### src/rtl/onehot_enc_pkg.sv
// ----------------------------------------------------------------------------
// onehot_enc_pkg
// Shared definitions for the 16-bit select-vector serializer:
//   VEC_W / IDX_W   vector and index widths
//   state_t         serializer FSM states
//   popcnt_is_one() true when exactly one bit of a vector is set
// ----------------------------------------------------------------------------
package onehot_enc_pkg;

    localparam int VEC_W = 16;
    localparam int IDX_W = 4;

    typedef enum logic [0:0] {
        IDLE = 1'b0,
        BUSY = 1'b1
    } state_t;

    // v & (v-1) clears the lowest set bit; zero afterwards means at most one bit was set
    function automatic logic popcnt_is_one(input logic [15:0] v);
        return (v != 16'd0) && ((v & (v - 16'd1)) == 16'd0);
    endfunction

endpackage

### src/rtl/pri_enc16.sv
// ----------------------------------------------------------------------------
// pri_enc16
// Combinational 16-to-4 priority encoder.
// Default build: returns the index of the lowest set bit.
// With ONEHOT_ENC_MSB_FIRST_EN defined: returns the index of the highest set bit.
// Ports:
//   vec  in  16  vector to encode
//   idx  out 4   index of the winning set bit (0 when vec is zero)
//   any  out 1   at least one bit of vec is set
// ----------------------------------------------------------------------------
module pri_enc16
    import onehot_enc_pkg::*;
(
    input  logic [15:0] vec,
    output logic [3:0]  idx,
    output logic        any
);

    // Priority scan: the last matching bit in loop order wins
    always_comb begin
        idx = 4'd0;
        any = |vec;
`ifdef ONEHOT_ENC_MSB_FIRST_EN
        for (int i = 0; i < 16; i++) begin
            if (vec[i]) begin
                idx = 4'(i);
            end else begin
                idx = idx;
            end
        end
`else
        for (int i = 15; i >= 0; i--) begin
            if (vec[i]) begin
                idx = 4'(i);
            end else begin
                idx = idx;
            end
        end
`endif
    end

endmodule

### src/rtl/onehot_enc16_ser.sv
// ----------------------------------------------------------------------------
// onehot_enc16_ser
// Accepts a 16-bit one-hot/multi-hot select vector per input handshake and
// emits the index of each set bit, one per output handshake.
// Scan order: lowest set bit first by default; highest set bit first when
// the macro ONEHOT_ENC_MSB_FIRST_EN is defined.
// Ports:
//   clk        in   1   rising-edge clock
//   rst        in   1   synchronous active-high reset
//   in_valid   in   1   in_vec is presented
//   in_ready   out  1   block can accept a vector (IDLE)
//   in_vec     in   16  select vector, bit i -> index i
//   out_valid  out  1   out_idx is valid (BUSY)
//   out_ready  in   1   consumer accepts out_idx
//   out_idx    out  4   index of the current set bit
//   out_last   out  1   current index is the final set bit of the vector
//   out_seq    out  4   beat number within the vector
//   zero_drop  out  1   one-cycle pulse after an all-zero vector is discarded
// ----------------------------------------------------------------------------
module onehot_enc16_ser #(
    parameter int VEC_W = 16,
    parameter int IDX_W = 4
) (
    input  logic             clk,
    input  logic             rst,
    input  logic             in_valid,
    output logic             in_ready,
    input  logic [VEC_W-1:0] in_vec,
    output logic             out_valid,
    input  logic             out_ready,
    output logic [IDX_W-1:0] out_idx,
    output logic             out_last,
    output logic [IDX_W-1:0] out_seq,
    output logic             zero_drop
);

    import onehot_enc_pkg::*;

    state_t           state_r;
    logic [15:0]      pending_r;
    logic [3:0]       seq_r;
    logic             zero_drop_r;
    logic [3:0]       enc_idx_s;
    logic             enc_any_s;
    logic             busy_s;
    logic             last_s;

    pri_enc16 u_pri_enc16 (
        .vec (pending_r),
        .idx (enc_idx_s),
        .any (enc_any_s)
    );

    // Decode of registered state only; no input reaches an output combinationally
    always_comb begin
        busy_s = (state_r == BUSY);
        last_s = busy_s && popcnt_is_one(pending_r);
    end

    assign in_ready  = !busy_s;
    assign out_valid = busy_s;
    assign out_idx   = busy_s ? enc_idx_s : 4'd0;
    assign out_last  = last_s;
    assign out_seq   = busy_s ? seq_r : 4'd0;
    assign zero_drop = zero_drop_r;

    // Serializer FSM: vector capture, per-beat bit clearing and beat counting
    always_ff @(posedge clk) begin
        if (rst) begin
            state_r     <= IDLE;
            pending_r   <= 16'd0;
            seq_r       <= 4'd0;
            zero_drop_r <= 1'b0;
        end else begin
            case (state_r)
                IDLE: begin
                    zero_drop_r <= in_valid && (in_vec == 16'd0);
                    if (in_valid && (in_vec != 16'd0)) begin
                        pending_r <= in_vec;
                        seq_r     <= 4'd0;
                        state_r   <= BUSY;
                    end else begin
                        state_r   <= IDLE;
                    end
                end
                BUSY: begin
                    zero_drop_r <= 1'b0;
                    if (out_ready && enc_any_s) begin
                        pending_r <= pending_r & ~(16'd1 << enc_idx_s);
                        if (last_s) begin
                            seq_r   <= 4'd0;
                            state_r <= IDLE;
                        end else begin
                            // 4-bit counter wraps naturally after 15
                            seq_r   <= seq_r + 4'd1;
                        end
                    end else begin
                        state_r <= BUSY;
                    end
                end
                default: begin
                    state_r     <= IDLE;
                    pending_r   <= 16'd0;
                    seq_r       <= 4'd0;
                    zero_drop_r <= 1'b0;
                end
            endcase
        end
    end

endmodule

### config.mk
export PLATFORM = sky130hd
export DESIGN_NAME = onehot_enc16_ser
export DESIGN_NICKNAME = d
export VERILOG_FILES = /design/src/rtl/onehot_enc_pkg.sv /design/src/rtl/pri_enc16.sv /design/src/rtl/onehot_enc16_ser.sv
export SDC_FILE = /design/constraint.sdc
export NUM_CORES = 1
export LEC_CHECK = 0
export BUFFER_PORTS_ARGS = -buffer_cell sky130_fd_sc_hd__buf_2
export CAP_MARGIN = 5
export CORE_ASPECT_RATIO = 1.2
export CORE_UTILIZATION = 32
export CTS_BUF_LIST = sky130_fd_sc_hd__clkbuf_2 sky130_fd_sc_hd__clkbuf_4 sky130_fd_sc_hd__clkbuf_8
export DETAILED_ROUTE_END_ITERATION = 6
export SLEW_MARGIN = 20
export SYNTH_ARGS = -nofsm -noshare
export SYNTH_HDL_FRONTEND = slang
export SYNTH_HIERARCHICAL = 1
export SYNTH_SLANG_ARGS = --single-unit
### constraint.sdc
create_clock -name clk -period 3.3 [get_ports clk]
set_clock_uncertainty 0.1 [all_clocks]
set_input_delay 0.165 -clock clk [delete_from_list [all_inputs] [get_ports clk]]
set_output_delay 0.165 -clock clk [all_outputs]
set_load 0.005 [all_outputs]
==> run_results.csv <==
group,metric,value,unit
run_status,status,"finished clean",
worst_setup_path,regToRegStartpoint,"pending_r[6]",
final_layout,area_growth,17.99,%
timing,fin_crit_sh,86.46,%
drt,drt_wl_total,4.137,mm
hold_path,whs_path_depth,3,
synthesis,syn_nets,222,
synthesis,synth_flop_cell,"dfxtp_1",
worst_setup_path,cp-end-kind,"output pin",
power_and_ir_drop,power.leakage,0.6813,nW
final_layout,antenna_cells,0,
hold_path,min_path_type,"input port to register",
hold_path,hp-start,"in_vec[14]",
synthesis,synth_top_cells_by_area,"dfxtp_1 30%, a21oi_1 9.6%, o21ai_0 6.5%, nand2_1 6.4%, a31oi_1 4.7%",
worst_setup_path,timing.rr.end,"seq_r[2]",
synthesis,synth_xor_area_share,0,%
placed_design,gp_congestion,0.8655,
synthesis,muxShareOfSynthArea,0.6855,%
synthesis,synth_cell_types,46,
synthesis,synth_edf_count,0,
worst_setup_path,critical_path_class,"register to output pin",
final_layout,num-nets-final,254,
worst_setup_path,critPathRequiredTime,3.03,ns
timing,worstMarginPinSlew,0.6962,ns
worst_setup_path,cp_data_arrival_time,2.59,ns
worst_setup_path,reg2regPathDepth,7,
grt,gr-total-overflow,0,
timing,setup_viol,0,
synthesis,yosysTopAreaCell,"dfxtp_1",
floorplanning,core-area,4327,um2
floorplanning,row_count,26,
clocking,cts-root-buf,"clkbuf_8",
grt,grt_pass1_vias,1475,
clocking,insertion_delay,0.27,ns
drt,avgViaCountPerCell,5.620,
synthesis,synth_top_family_by_area,"simple AND/OR/NAND/NOR gates",
timing,slew_violations,0,
clocking,hold_buffers,0,
drt,vias,1613,
synthesis,synth_compound_area_share,31.28,%
power_and_ir_drop,peakVddDrop,0.2735,mV
placed_design,place_ws,0.7520,ns
final_layout,fillCellCount,468,
synthesis,synth_cells,201,
synthesis,synth-adder-area-share,1.542,%
timing,finalHoldViolations,0,
synthesis,async_reset_ff_share,0,%
timing,setup_tns,0,ns
clocking,clkTransAtPathRegs,0.08,ns
placed_design,port_buffers,31,
timing,fmax,350.5,MHz
timing,min_period,2.853,ns
drt,drc,0,
final_layout,drive_gt1_share,21.21,%
synthesis,syn_area,1460,um2
power_and_ir_drop,powerDensity,470.7,nW/um2
synthesis,yosys.area_share.simple,32.99,%
worst_setup_path,startpoint_type,"register",
worst_setup_path,crit_fanout,8,
job,maxCapViolCount,0,
drt,ant_nets,0,
floorplanning,die_x,63.67,um
clocking,cts_tree,"done",
synthesis,yosys-top-cells-count,"28 x a21oi_1, 25 x nand2_1, 22 x dfxtp_1",
drt,initialDrtViolationCount,43,
drt,firstDrtPassIters,4,
worst_setup_path,rrSetupSlack,0.82,ns
synthesis,yosys_warnings,6,
final_layout,stdcell_area,1723,um2
clocking,cts.sinks,22,
placed_design,dpl.hpwl,3.091,mm
grt,antenna_found_initial,0,
clocking,cts_buffer_depth,2,
timing,final.setup.worst_slack,0.4468,ns
floorplanning,die_y,76.00,um
floorplanning,ios,32,
synthesis,ys_seq_elements,22,
clocking,ctsResizeCount,0,
placed_design,place_area,1682,um2
clocking,cts_made_buffers,3,
drt,wire_per_inst,14.41,um
grt,grt_max_degree,23,
synthesis,synth.avg_cell_area,7.264,um2
hold_path,min_to,"pending_r[14]",
synthesis,ys_seq_area_share,30.16,%
grt,grt_first_pass_wirelength,7.079,mm
timing,rsz0062_at_grt,"no",
grt,grt_usage,18.48,%
clocking,htreeDepth,1,
floorplanning,initial_core_util,33.75,%
synthesis,synth.most_common_cell,"a21oi_1",
floorplanning,dieArea,4838,um2
synthesis,synth_top_area_share,30.16,%
timing,slew_headroom,53.59,%
clocking,post_cts.repair.setup_buffers,0,
-- power breakdown --
group	leakage [nW]	switching, W	total [W]	internal, W
sequential	0.180	0.0000334	0.000318	0.000285
clock	0.0216	0.0000948	0.000177	0.0000820
combinational	0.480	0.000188	0.000316	0.000128
total	0.681	0.000316	0.000811	0.000495
-- routing by layer --
metal	vias to the layer above	GRT usage (%)	wire length, um
li1	813	-	-
met1	750	24.00	1864
met2	41	29.57	2018
met3	9	2.246	160
met4	0	9.545	93
met5	-	0	0
-- cell families after synthesis --
logic type / count (synthesis)
and+or+nand+nor: 89
AOI/OAI and AO/OA: 75
DFF: 22
buffers and inverters: 12
adders and majority gates: 2
muxes: 1
-- sequential cells by signal (all words and copies together), names as in the netlist --
| name | flops |
|---|---|
| pending_r | 16 |
| seq_r | 4 |
| out_valid | 1 |
| zero_drop | 1 |
-- worst max-delay path by stage --
| stage | from | slack, ns | to | cells after the start |
|---|---|---|---|---|
| final | pending_r[6] | 0.45 | out_last | 7 |
| after CTS | pending_r[6] | 0.44 | out_last | 7 |
| after global placement | pending_r[6] | 0.78 | out_last | 7 |
| after global routing | pending_r[6] | 0.32 | out_last | 7 |
| after floorplan | pending_r[0] | 0.97 | out_last | 6 |
| after detailed placement | pending_r[0] | 0.75 | out_last | 7 |
-- cell type report --
cell class                      count  area, um2  area share (%)
Timing Repair Buffer               35      185.2           10.75
Inverter                            4      15.01          0.8715
Clock buffer                        3      41.29           2.397
Sequential cell                    22      440.4           25.56
Multi-Input combinational cell    167      970.9           56.35
Tap cell                           56      70.07           4.067
-- cell usage in the layout (no fill, tap or decap), types with 2 or more instances in the layout --
cell	n
a2111o_1	2
a211oi_1	2
a21oi_1	28
a31oi_1	11
and2_1	9
and3_1	2
buf_2	31
buf_4	4
clkbuf_8	3
dfxtp_1	22
inv_1	3
nand2_1	25
nand3_1	5
nand3b_1	2
nor2_1	15
nor2b_1	6
nor3_1	2
nor3b_1	2
nor4_1	5
nor4_2	2
o21ai_0	19
o22ai_1	2
or3_1	2
or4_1	4
-- metrics by stage --
step	power, W	util [%]	hold slack, ns	cells
finish	0.0008110	39.82	0.03823	287
global route	0.0008663	39.82	0.04322	287
CTS	0.0008127	39.82	0.03204	287
detailed placement	0.0006349	38.87	0.3271	284
global placement	0.0006349	38.87	0.3253	284
floorplan	0.0005440	-	0.1378	201
-- worst max-delay path: stages (launching register included) --
cell      delay [ns]
dfxtp_1         0.38
or4_1           0.58
or2_4           0.27
a2111o_1        0.42
a31oi_2         0.23
nor2b_1         0.20
and2_1          0.14
buf_2           0.10
No activity file was read; power rests on OpenSTA's default activity.
